File: src/rtl/uart_cmd_pkg.sv
// Shared types and constants for the UART command register bank.
package uart_cmd_pkg;

    typedef enum logic {
        IDLE  = 1'b0,
        WDATA = 1'b1
    } state_e;

    localparam logic [1:0] ERR_NONE    = 2'b00;
    localparam logic [1:0] ERR_PARITY  = 2'b01;
    localparam logic [1:0] ERR_ADDR    = 2'b10;
    localparam logic [1:0] ERR_TIMEOUT = 2'b11;

    localparam int CMD_WR_BIT = 7;

    function automatic int cmd_bytes(input int data_w);
        return (data_w + 7) / 8;
    endfunction

endpackage

File: src/rtl/uart_cmd_regbank_byte_timeout.sv
// Inter-byte watchdog: counts idle cycles while enabled, pulses on expiry.
module byte_timeout #(
    parameter int TIMEOUT = 50000000
) (
    input  logic clk,
    input  logic rst,
    input  logic enable,
    input  logic kick,
    output logic expired
);

    localparam int CW = (TIMEOUT > 1) ? $clog2(TIMEOUT) : 1;

    logic [CW-1:0] cnt_q;
    logic [CW-1:0] cnt_d;
    logic          at_limit;

    // A kick in the expiry cycle wins, so the pulse is masked by kick.
    assign at_limit = (cnt_q == CW'(TIMEOUT - 1));
    assign expired  = (TIMEOUT != 0) && enable && !kick && at_limit;

    always_comb begin
        cnt_d = cnt_q;
        if (kick || !enable || expired) begin
            cnt_d = '0;
        end else begin
            cnt_d = cnt_q + CW'(1);
        end
    end

    always_ff @(posedge clk or negedge rst) begin
        if (!rst) begin
            cnt_q <= '0;
        end else begin
            cnt_q <= cnt_d;
        end
    end

endmodule

File: src/rtl/uart_cmd_regbank.sv
// UART byte-command decoder driving a bank of NUM_REGS registers.
module uart_cmd_regbank
    import uart_cmd_pkg::*;
#(
    parameter int          NUM_REGS  = 16,
    parameter int          DATA_W    = 16,
    parameter int          TIMEOUT   = 50000000,
    parameter logic [31:0] RESET_VAL = 32'd0
) (
    input  logic                       clk,
    input  logic                       rst,
    input  logic                       frame_valid,
    input  logic [8:0]                 frame,
    output logic [NUM_REGS*DATA_W-1:0] regs,
    output logic [NUM_REGS-1:0]        wr_strobe,
    output logic                       rd_valid,
    output logic [DATA_W-1:0]          rd_data,
    output logic                       ack,
    output logic                       err,
    output logic [1:0]                 err_code,
    output logic                       busy
);

    localparam int BYTES = cmd_bytes(DATA_W);
    localparam int SW    = BYTES * 8;
    localparam int AW    = $clog2(NUM_REGS);
    localparam int CW    = (BYTES > 1) ? $clog2(BYTES) : 1;

    state_e                 state_q, state_d;
    logic [AW-1:0]          addr_q, addr_d;
    logic                   bad_q, bad_d;
    logic [SW-1:0]          shift_q, shift_d;
    logic [CW-1:0]          bcnt_q, bcnt_d;
    logic [DATA_W-1:0]      regs_q [NUM_REGS];
    logic [DATA_W-1:0]      regs_d [NUM_REGS];
    logic [NUM_REGS-1:0]    wr_strobe_q, wr_strobe_d;
    logic                   rd_valid_q, rd_valid_d;
    logic [DATA_W-1:0]      rd_data_q, rd_data_d;
    logic                   ack_q, ack_d;
    logic                   err_q, err_d;
    logic [1:0]             err_code_q, err_code_d;
    logic                   busy_q, busy_d;

    logic [6:0]             cmd_addr;
    logic                   cmd_bad;
    logic [SW-1:0]          shift_next;
    logic                   expired;

    assign cmd_addr   = frame[6:0];
    assign cmd_bad    = int'(cmd_addr) >= NUM_REGS;
    // MSB-first assembly; bits shifted past the top are dropped.
    assign shift_next = SW'({shift_q, frame[7:0]});

    byte_timeout #(
        .TIMEOUT(TIMEOUT)
    ) u_timeout (
        .clk    (clk),
        .rst    (rst),
        .enable (state_q == WDATA),
        .kick   (frame_valid),
        .expired(expired)
    );

    always_comb begin
        state_d     = state_q;
        addr_d      = addr_q;
        bad_d       = bad_q;
        shift_d     = shift_q;
        bcnt_d      = bcnt_q;
        regs_d      = regs_q;
        wr_strobe_d = '0;
        rd_valid_d  = 1'b0;
        rd_data_d   = rd_data_q;
        ack_d       = 1'b0;
        err_d       = 1'b0;
        err_code_d  = err_code_q;

        unique case (state_q)
            IDLE: begin
                if (frame_valid) begin
                    if (frame[8]) begin
                        err_d      = 1'b1;
                        err_code_d = ERR_PARITY;
                    end else if (frame[CMD_WR_BIT]) begin
                        addr_d  = cmd_addr[AW-1:0];
                        bad_d   = cmd_bad;
                        shift_d = '0;
                        bcnt_d  = '0;
                        state_d = WDATA;
                    end else if (cmd_bad) begin
                        err_d      = 1'b1;
                        err_code_d = ERR_ADDR;
                    end else begin
                        rd_valid_d = 1'b1;
                        ack_d      = 1'b1;
                        rd_data_d  = regs_q[cmd_addr[AW-1:0]];
                    end
                end
            end
            WDATA: begin
                if (frame_valid) begin
                    if (frame[8]) begin
                        err_d      = 1'b1;
                        err_code_d = ERR_PARITY;
                        state_d    = IDLE;
                    end else begin
                        shift_d = shift_next;
                        bcnt_d  = bcnt_q + CW'(1);
                        if (bcnt_q == CW'(BYTES - 1)) begin
                            state_d = IDLE;
                            if (bad_q) begin
                                err_d      = 1'b1;
                                err_code_d = ERR_ADDR;
                            end else begin
                                regs_d[addr_q] = shift_next[DATA_W-1:0];
                                wr_strobe_d    = NUM_REGS'(1) << addr_q;
                                ack_d          = 1'b1;
                            end
                        end
                    end
                end else if (expired) begin
                    err_d      = 1'b1;
                    err_code_d = ERR_TIMEOUT;
                    state_d    = IDLE;
                end
            end
            default: state_d = IDLE;
        endcase

        busy_d = (state_d == WDATA);
    end

    always_ff @(posedge clk or negedge rst) begin
        if (!rst) begin
            state_q     <= IDLE;
            addr_q      <= '0;
            bad_q       <= 1'b0;
            shift_q     <= '0;
            bcnt_q      <= '0;
            for (int i = 0; i < NUM_REGS; i++) begin
                regs_q[i] <= DATA_W'(RESET_VAL);
            end
            wr_strobe_q <= '0;
            rd_valid_q  <= 1'b0;
            rd_data_q   <= '0;
            ack_q       <= 1'b0;
            err_q       <= 1'b0;
            err_code_q  <= ERR_NONE;
            busy_q      <= 1'b0;
        end else begin
            state_q     <= state_d;
            addr_q      <= addr_d;
            bad_q       <= bad_d;
            shift_q     <= shift_d;
            bcnt_q      <= bcnt_d;
            regs_q      <= regs_d;
            wr_strobe_q <= wr_strobe_d;
            rd_valid_q  <= rd_valid_d;
            rd_data_q   <= rd_data_d;
            ack_q       <= ack_d;
            err_q       <= err_d;
            err_code_q  <= err_code_d;
            busy_q      <= busy_d;
        end
    end

    for (genvar i = 0; i < NUM_REGS; i++) begin : g_regs
        assign regs[i*DATA_W +: DATA_W] = regs_q[i];
    end

    assign wr_strobe = wr_strobe_q;
    assign rd_valid  = rd_valid_q;
    assign rd_data   = rd_data_q;
    assign ack       = ack_q;
    assign err       = err_q;
    assign err_code  = err_code_q;
    assign busy      = busy_q;

endmodule

File: config.mk
export PLATFORM = sky130hd
export DESIGN_NAME = uart_cmd_regbank
export DESIGN_NICKNAME = d
export VERILOG_FILES = /design/src/rtl/uart_cmd_pkg.sv /design/src/rtl/uart_cmd_regbank_byte_timeout.sv /design/src/rtl/uart_cmd_regbank.sv
export SDC_FILE = /design/constraint.sdc
export NUM_CORES = 1
export LEC_CHECK = 0
export ABC_AREA = 0
export CORE_AREA = 5 5 168 202
export CTS_BUF_LIST = sky130_fd_sc_hd__clkbuf_2 sky130_fd_sc_hd__clkbuf_4 sky130_fd_sc_hd__clkbuf_8
export CTS_CLUSTER_SIZE = 25
export DETAILED_ROUTE_END_ITERATION = 8
export DIE_AREA = 0 0 173 207
export PLACE_DENSITY = 0.84
export RECOVER_POWER = 25
export SYNTH_ARGS = -nofsm -noshare
export SYNTH_HDL_FRONTEND = slang
export SYNTH_HIERARCHICAL = 1
export SYNTH_SLANG_ARGS = --single-unit
File: constraint.sdc
create_clock -name clk -period 1.9 [get_ports clk]
set_input_delay 0.38 -clock clk [delete_from_list [all_inputs] [get_ports clk]]
set_output_delay 0.38 -clock clk [all_outputs]
set_load 0.01 [all_outputs]
==> run metrics <==
Clock Latency Late Sink=0.61 ns; clk buf depth=3; worst rel slew slack=24.5%; Placeable Area=approximately 32000 µm²; cell area after layout=20100 µm²; die area=~36000 µm²; sequential cell area=8360 µm²; RSZ-0062 raised after global routing=yes; Synth async-reset ratio=100%; number of vias per cell=5.73; pwr/cell area=733 nW/µm²; Max Cap Violations=0; DRT iter0 DRCs=about 730; wire length of the first global-routing pass=70.2 mm; leading cell types in the layout, fill and taps excluded=333 x dfrtp_1, 274 x dlygate4sd2_1, 250 x mux2_2; CP Class=flip-flop to flip-flop; CTS Buf Count=50; Initial Util=47.2%; RD Place Congestion=roughly 0.86; HP Class=primary input to flip-flop; GR Util All Layers=between 20% and 30%; period utilization=112%; Arrival @ worst endpoint=between 2 and 3 ns; layout cells sized above 1=about two fifths; Post-synth EDFFs=0; Worst Skew=0.0228 ns; Final Util=63.2%; Syn Nets=between 1000 and 1500; drt total wl=45.4 mm; CP endpoint kind=flip-flop; wire length per cell=24.7 µm; Overflow after GRT=0; largest net degree at the start of global routing=71; port bufs=305; multi-input logic area=6330 µm²; fillers=between 2000 and 2500; Slew Viols, Final=0; antenna viol nets, final=0; Synth cell types=between 50 and 60; initial antenna violation count=0; outcome=complete, but fails checks; fin nets=between 1000 and 1500; sequential share of the synthesized area=55.6%; CTS root buffer=clkbuf_8; Main synth FF type=dfrtp_1; Synth Instances=1007; # clock sinks=about 330; failing checks=negative setup slack; commonest non-fill, non-tap cell in the layout=dfrtp_1; Critical Path Fanout Max=3; chip height=207 µm; Final Hold Fails=0; CP Data Required Time=around 2.4 ns; Yosys reg bits=~330; fmax=0.471 GHz; FP Rows=72; Cell Area, Placed=19400 µm²; synth warn=6; CTS tree=yes; VDD IR-drop max=0.431 mV; Final HPWL DP=~32 mm; H-tree depth=2; Syn Std Cell Area=15000 µm²; # diodes=0; worst slew pin tran=1.13 ns; Ports=306; vias in the first global route=roughly 11000; final setup fails=30; final worst setup slack=-0.221 ns; chip width=173 µm; routed vias=10500; Final Critical Period=2.12 ns; Area Growth Syn to Fin=33.9%; Worst-path clk slew=about 0.06 ns; syn avg cell area=between 10 and 15 µm²; critical path startpoint category=flip-flop; 1st-pass router iterations=5; Leakage=10.8 nW; drt drc=0
## metrics by stage
stage	worst slack [ns]	power (W)	cells	TNS [ns]	hold WS (ns)
finish	-0.221	0.0148	1836	-5.67	0.344
global route	-0.279	0.0153	1836	-9.52	0.326
CTS	-0.222	0.0149	1836	-5.90	0.246
detailed placement	-0.470	0.00878	1744	-100.43	0.299
global placement	-0.411	0.00875	1744	-90.14	0.295
floorplan	-0.124	0.00811	1007	-5.66	0.0844
## final timing paths
kind,startpoint,end,slack (ns),cells after the start
worst max register to register,u_timeout/cnt_q[10],err_code[0],-0.22,6
worst max-delay path,u_timeout/cnt_q[10],err_code[0],-0.22,6
worst min-delay path,frame[1],shift_q[1],0.34,3
min in group asynchronous,rst,wr_strobe[6],0.53,2
worst min register to register,rd_data[9],rd_data[9],0.48,2
max in group asynchronous,rst,regs[54],0.23,3
## metal layers
layer / GRT usage (%) / wire length [µm] / part of all wire, %
met4: 11.5 / 2170 / 4.8
met2: 42.0 / 22500 / 50
met1: 31.5 / 18100 / 40
met5: 0 / 0 / 0
met3: 5.01 / 2640 / 5.8
## repair_timing
item,4_1_cts,5_1_grt
hold buffers,1,0
endpoints found under the setup margin,304,78
hold endpoints to repair,36,0
buffers inserted,7,0
pin swaps,2,1
resized for setup,278,8
## registers in the layout, indices dropped and copies added, names as in the netlist, 2 cells and up
signal	cells
regs	256
u_timeout/cnt_q	26
rd_data	16
wr_strobe	16
shift_q	8
addr_q	4
err_code	2
## kinds of logic after synthesis
logic type	after synthesis	synth area share, %
adder cells (fa/ha/maj)	2	0.166
AO/OA/AOI/OAI	65	2.89
AND/OR/NAND/NOR	134	5.60
flip-flops	334	55.6
buffers and inverters	94	3.17
multiplexers	365	31.9
XOR/XNOR	13	0.757
## cells in the mapped netlist, types with 5 or more instances
master | count | share of area [%]
buf_2 | 18 | 0.60
nand3_1 | 15 | 0.50
clkbuf_1 | 35 | 0.87
mux2i_1 | 29 | 1.9
o21ai_0 | 19 | 0.63
nand2_1 | 20 | 0.50
inv_1 | 20 | 0.50
nor2_1 | 20 | 0.50
nand4_1 | 7 | 0.29
and3_1 | 5 | 0.21
nand2_2 | 6 | 0.25
buf_6 | 7 | 0.52
o31ai_1 | 6 | 0.30
nor3_1 | 7 | 0.23
mux2_2 | 271 | 20
a22o_1 | 14 | 0.81
a21oi_1 | 16 | 0.53
buf_4 | 13 | 0.65
or4_1 | 9 | 0.45
or3_1 | 5 | 0.21
mux4_2 | 64 | 9.6
nor2b_1 | 9 | 0.37
nand2b_1 | 5 | 0.21
xnor2_1 | 10 | 0.58
dfrtp_1 | 334 | 56
## worst max-delay path: stages, from the launching register on
cell and delay (ns):
dfrtp_1 0.38, or4_4 0.53, or4_4 0.45, nor3_2 0.17, and2_1 0.16, a22o_1 0.21
a2bb2oi_2 0.15
## power breakdown
| part | internal [W] | total, W | switching [W] | leakage (nW) |
|---|---|---|---|---|
| sequential | 0.00726 | 0.00757 | 0.000318 | 4.63 |
| combinational | 0.000468 | 0.00102 | 0.000555 | 5.64 |
| clock | 0.00343 | 0.00617 | 0.00274 | 0.552 |
## layout make-up
class	count	share of cell area, %
Clock inverter	5	0.292
Sequential cell	334	41.5
Timing Repair Buffer	412	19.0
Tap cell	407	2.53
Clock buffer	79	4.93
Inverter	20	0.373
Multi-Input combinational cell	579	31.4
Note: power is estimated with default switching activity, not from simulation.
